==> src/rtl/seven_seg_pkg.sv <==
// Shared constants, scan-state encoding and hex-to-segment decode for the display blocks.
package seven_seg_pkg;

    localparam logic [6:0] SEG_BLANK = 7'h7F;
    localparam logic [3:0] AN_OFF    = 4'hF;

    typedef enum logic {
        BLANK = 1'b0,
        SHOW  = 1'b1
    } scan_state_t;

    // Active-low segments, bit order g,f,e,d,c,b,a.
    function automatic logic [6:0] seg_decode(input logic [3:0] val);
        logic [6:0] s;
        case (val)
            4'h0:    s = 7'h40;
            4'h1:    s = 7'h79;
            4'h2:    s = 7'h24;
            4'h3:    s = 7'h30;
            4'h4:    s = 7'h19;
            4'h5:    s = 7'h12;
            4'h6:    s = 7'h02;
            4'h7:    s = 7'h78;
            4'h8:    s = 7'h00;
            4'h9:    s = 7'h10;
            4'hA:    s = 7'h08;
            4'hB:    s = 7'h03;
            4'hC:    s = 7'h46;
            4'hD:    s = 7'h21;
            4'hE:    s = 7'h06;
            default: s = 7'h0E;
        endcase
        return s;
    endfunction

endpackage

==> src/rtl/seven_seg_decode.sv <==
// Combinational hex-to-7-segment decoder, reusable by any display block.
module seven_seg_decode
    import seven_seg_pkg::*;
(
    input  logic [3:0] val,
    output logic [6:0] seg_c
);

    assign seg_c = seg_decode(val);

endmodule

==> src/rtl/seven_seg_scan.sv <==
// Scrolling 4-digit buffer multiplexed onto a common-anode 7-segment display
// with a blank dead time at the start of every digit slot.
module seven_seg_scan
    import seven_seg_pkg::*;
#(
    parameter int unsigned DIGIT_CYCLES  = 50000,
    parameter int unsigned BLANK_CYCLES  = 500,
    parameter int unsigned SCROLL_CYCLES = 25000000
) (
    input  logic       clk,
    input  logic       reset,
    input  logic [3:0] char,
    input  logic       char_valid,
    input  logic       hold,
    output logic       scroll_tick,
    output logic [3:0] an,
    output logic [6:0] seg,
    output logic       dp
);

    localparam int unsigned SLOT_W   = $clog2(DIGIT_CYCLES);
    localparam int unsigned SCROLL_W = $clog2(SCROLL_CYCLES);

    localparam logic [SLOT_W-1:0]   SLOT_LAST   = SLOT_W'(DIGIT_CYCLES - 1);
    localparam logic [SLOT_W-1:0]   SHOW_AT     = SLOT_W'(BLANK_CYCLES - 1);
    localparam logic [SCROLL_W-1:0] SCROLL_LAST = SCROLL_W'(SCROLL_CYCLES - 1);

    logic [3:0][3:0]    char_buf;
    logic [3:0]         vmask;
    logic [1:0]         idx_q, idx_d;
    logic [SLOT_W-1:0]  slot_q;
    logic [SCROLL_W-1:0] scroll_q;
    scan_state_t        state_q, state_d;
    logic [3:0]         an_d;
    logic [6:0]         seg_d;
    logic [6:0]         dig_seg;

    seven_seg_decode u_decode (
        .val   (char_buf[idx_q]),
        .seg_c (dig_seg)
    );

    assign dp = 1'b1;

    // Character buffer: newest char enters digit 0.
    always_ff @(posedge clk) begin
        if (reset) begin
            char_buf <= '0;
            vmask    <= '0;
        end else if (char_valid) begin
            char_buf <= {char_buf[2:0], char};
            vmask    <= {vmask[2:0], 1'b1};
        end
    end

    // Scan state, slot counter and registered display outputs.
    always_ff @(posedge clk) begin
        if (reset) begin
            state_q <= BLANK;
            slot_q  <= '0;
            idx_q   <= '0;
            an      <= AN_OFF;
            seg     <= SEG_BLANK;
        end else begin
            state_q <= state_d;
            slot_q  <= (slot_q == SLOT_LAST) ? '0 : slot_q + SLOT_W'(1);
            idx_q   <= idx_d;
            an      <= an_d;
            seg     <= seg_d;
        end
    end

    // Digit value is sampled once at SHOW entry and held for the rest of the slot.
    always_comb begin
        state_d = state_q;
        idx_d   = idx_q;
        an_d    = an;
        seg_d   = seg;
        case (state_q)
            BLANK: begin
                if (slot_q == SHOW_AT) begin
                    state_d = SHOW;
                    an_d    = ~(4'b0001 << idx_q);
                    seg_d   = vmask[idx_q] ? dig_seg : SEG_BLANK;
                end
            end
            SHOW: begin
                if (slot_q == SLOT_LAST) begin
                    state_d = BLANK;
                    idx_d   = idx_q + 2'd1;
                    an_d    = AN_OFF;
                    seg_d   = SEG_BLANK;
                end
            end
        endcase
    end

    // Scroll request timer; hold freezes the count in place.
    always_ff @(posedge clk) begin
        if (reset) begin
            scroll_q    <= '0;
            scroll_tick <= 1'b0;
        end else begin
            scroll_tick <= !hold && (scroll_q == SCROLL_LAST);
            if (!hold) begin
                scroll_q <= (scroll_q == SCROLL_LAST) ? '0 : scroll_q + SCROLL_W'(1);
            end
        end
    end

endmodule

==> config.mk <==
export PLATFORM = sky130hd
export DESIGN_NAME = seven_seg_scan
export DESIGN_NICKNAME = d
export VERILOG_FILES = /design/src/rtl/seven_seg_pkg.sv /design/src/rtl/seven_seg_decode.sv /design/src/rtl/seven_seg_scan.sv
export SDC_FILE = /design/constraint.sdc
export NUM_CORES = 1
export LEC_CHECK = 0
export ABC_AREA = 1
export CAP_MARGIN = 10
export CELL_PAD_IN_SITES_DETAIL_PLACEMENT = 0
export CELL_PAD_IN_SITES_GLOBAL_PLACEMENT = 1
export CORE_ASPECT_RATIO = 0.75
export CORE_UTILIZATION = 47
export DETAILED_ROUTE_END_ITERATION = 7
export PLACE_DENSITY = 0.95
export REMOVE_ABC_BUFFERS = 1
export SLEW_MARGIN = 20
export SYNTH_ARGS = -nofsm -noshare
export SYNTH_HDL_FRONTEND = slang
export SYNTH_SLANG_ARGS = --single-unit
==> constraint.sdc <==
create_clock -name clk -period 2.9 [get_ports clk]
set_clock_uncertainty 0.2 [all_clocks]
set_input_delay 0.87 -clock clk [delete_from_list [all_inputs] [get_ports clk]]
set_output_delay 0.87 -clock clk [all_outputs]
set_load 0.01 [all_outputs]
==> metrics.csv <==
metric,value,unit
status,"complete, no violations",
drc,0,
io_buffers,19,
coreArea,0.00845,sq mm
cts_tree,done,
rr_worst_depth,10,
die_h,82.7,um
finalSetupTns,0,ps
post_drt_wl_per_cell,11.7,um
io_pins,21,
grt_pass1_vias,3125,
yosysSeqAreaShare,37.3,%
postCtsHoldBufs,0,
postCtsSetupRepairBufs,0,
h-tree-depth,3,
finalSetupViolations,0,
die_w,110,um
rr_startpoint,idx_q[1],
min_from,slot_q[0],
worstHoldPathCells,1,
clk_pin_slew_worst_paths,60,ps
start_util,48.3,%
hold_end,slot_q[0],
rsz0062_at_grt,no,
grt_pass1_wl,14100,um
cp-start-kind,input pin,
slew_violations,0,
antenna_found_initial,0,
crit_family,buffers and inverters,
cts_inserted_buffers,9,
gp_congestion,0.810,
layout_min_cycle_time,2380,ps
ys_warn_count,0,
rows,29,
synth_top_cell_by_area,dfxtp_1,
vias_per_cell,4.96,
synth_cell_types,41,
post_cts_resized,0,
netlist_instances,583,
yosysTopAreaCellShare,37.3,%
die_area,0.00907,sq mm
grt_max_degree,32,
tightestPinTransition,538,ps
reg2reg_slack,720,ps
min_period_over_period,82.0,%
vdd_drop_max,398,uV
num_antenna_cells,0,
grt_usage,20.2,%
path_class,in2reg,
cts_buffer_depth,2,
nNetsFinal,625,
crit_path_top_delay_cell,clkdlybuf4s50_1,
drv_cap,0,
synth.cell_area,0.00408,sq mm
cp_max_fo,11,
final_layout_size_suffix_gt1_share,12.3,%
end_kind,flop,
final_area,0.00468,sq mm
ant_nets,0,
wirelength,8390,um
arrival,2440,ps
clk_latency,330,ps
crit_chain,clkdlybuf4s50_1 > buf_4 > nor3_1 > nand3_1 > nor2_1 > nor2_2 > inv_2 > nor2_1,
synth-seq-cells,76,
syn_area_per_cell,7.00,sq um
detailedRoute.firstIterationViolations,162,
clock_tree.root_cell,clkbuf_16,
critPathMaxStageDelay,450,ps
gr-total-overflow,0,
p_leak,1.94,nW
min_path_type,reg2reg,
slew_headroom,63.9,%
synth.area.top_cells,"dfxtp_1 (37%), nand2_1 (13%), nor2_1 (9.7%)",
cts_sinks,76,
synthToLayoutAreaGrowth,14.6,%
hpwl,6160,um
powerDensity,522,mW/mm^2
r2r-end,seg[5],
crit_top_cell,nor2_1,
fmax,0.421,GHz
hold_viol_final,0,
vias,3557,
drt-pass1-iter-count,4,
path_buf_inv,3,
required,2960,ps
placed_cell_area,0.00435,sq mm
==> worst reg2reg max path, stage by stage (launching register included) <==
cell,delay (ps)
dfxtp_1,580
inv_2,200
nand3_1,130
nand2_1,160
inv_1,150
ha_1,220
nand3_2,100
a21o_1,190
nand2_1,80
nand2_1,60
nand2_1,60
==> per-layer routing <==
metal	up-vias	part of all wire, %	track usage [%]
met4	0	0.83	6.13
met2	55	43	32.6
met3	5	3.7	5.49
li1	1890	-	-
met5	-	0	0
met1	1607	52	26.3
==> registers in the layout, indices dropped and copies added (netlist names) <==
name / cells
scroll_q: 25
char_buf: 16
slot_q: 16
seg: 7
an: 4
vmask: 4
idx_q: 2
scroll_tick: 1
state_q: 1
==> cells by family after synthesis <==
kind of cell	count (synthesis)	share of synthesized area (%)
AOI/OAI and AO/OA	38	4.90
other	1	0.0919
xor gates and xnor gates	14	3.00
and+or+nand+nor	366	42.8
DFF	76	37.3
buffers and inverters	75	8.06
muxes	1	0.245
adders and majority gates	12	3.68
==> worst max-delay path by stage <==
stage	start	depth (start not counted)	end	slack [ps]
2_1_floorplan	reset	3	slot_q[10]	870
3_5_place_dp	hold	8	scroll_q[12]	160
4_1_cts	hold	8	scroll_q[12]	510
5_1_grt	hold	8	scroll_q[12]	360
3_3_place_gp	hold	8	scroll_q[11]	250
6_report	hold	8	scroll_q[12]	520
==> synthesized netlist by cell type (all sizes together) <==
| master | number |
|---|---|
| o211ai | 1 |
| mux2i | 1 |
| clkinv | 2 |
| dfxtp | 76 |
| and3 | 1 |
| nor4 | 2 |
| a21oi | 14 |
| o22ai | 1 |
| xnor2 | 4 |
| nand4 | 10 |
| clkbuf | 6 |
| inv | 60 |
| nand3b | 1 |
| o21ai | 21 |
| nand2 | 152 |
| nor3 | 14 |
| a21o | 1 |
| nand3 | 60 |
| ha | 12 |
| nor2 | 120 |
| xor2 | 10 |
| conb | 1 |
| buf | 7 |
| or2 | 1 |
| nor3b | 5 |
==> layout by cell type, fill, tap and decap left out, drive strengths merged <==
cell	instances
nand2	152
nor2	120
dfxtp	76
nand3	60
inv	60
o21ai	21
clkdlybuf4s50	19
a21oi	14
nor3	14
ha	12
clkbuf	11
xor2	10
nand4	10
nor3b	5
buf	5
xnor2	4
clkinv	3
nor4	2
bufinv	2
mux2i	1
a21o	1
o211ai	1
and3	1
nand3b	1
or2	1
o22ai	1
conb	1
clkinvlp	1
==> metrics by stage <==
| stage | instances | power (W) | util, % | setup slack [ps] | hold WS (ps) |
|---|---|---|---|---|---|
| CTS | 717 | 0.00247 | 55.3 | 509 | 255 |
| finish | 717 | 0.00244 | 55.3 | 522 | 252 |
| floorplan | 570 | 0.00120 | - | 871 | 218 |
| detailed placement | 702 | 0.00125 | 51.5 | 158 | 240 |
| global route | 717 | 0.00253 | 55.3 | 357 | 276 |
| global placement | 702 | 0.00125 | 51.5 | 254 | 234 |
==> power breakdown <==
| part | internal, W | leakage, nW | total, W | switching, W |
|---|---|---|---|---|
| logic | 0.0000529 | 1.16 | 0.000141 | 0.0000878 |
| clock network | 0.000794 | 0.158 | 0.00121 | 0.000418 |
| registers | 0.00107 | 0.618 | 0.00109 | 0.0000179 |
| total | 0.00192 | 1.94 | 0.00244 | 0.000524 |
==> area by class of cell <==
cell class	instances	area [sq um]
fillers	812	3780
flip-flops and latches	76	1520
repair buffers	24	228
inverters	62	236
clock inverters	4	72.6
well taps	108	135
clock buffers	11	253
multi-input cells	432	2230
(Power assumes the default switching activity.)
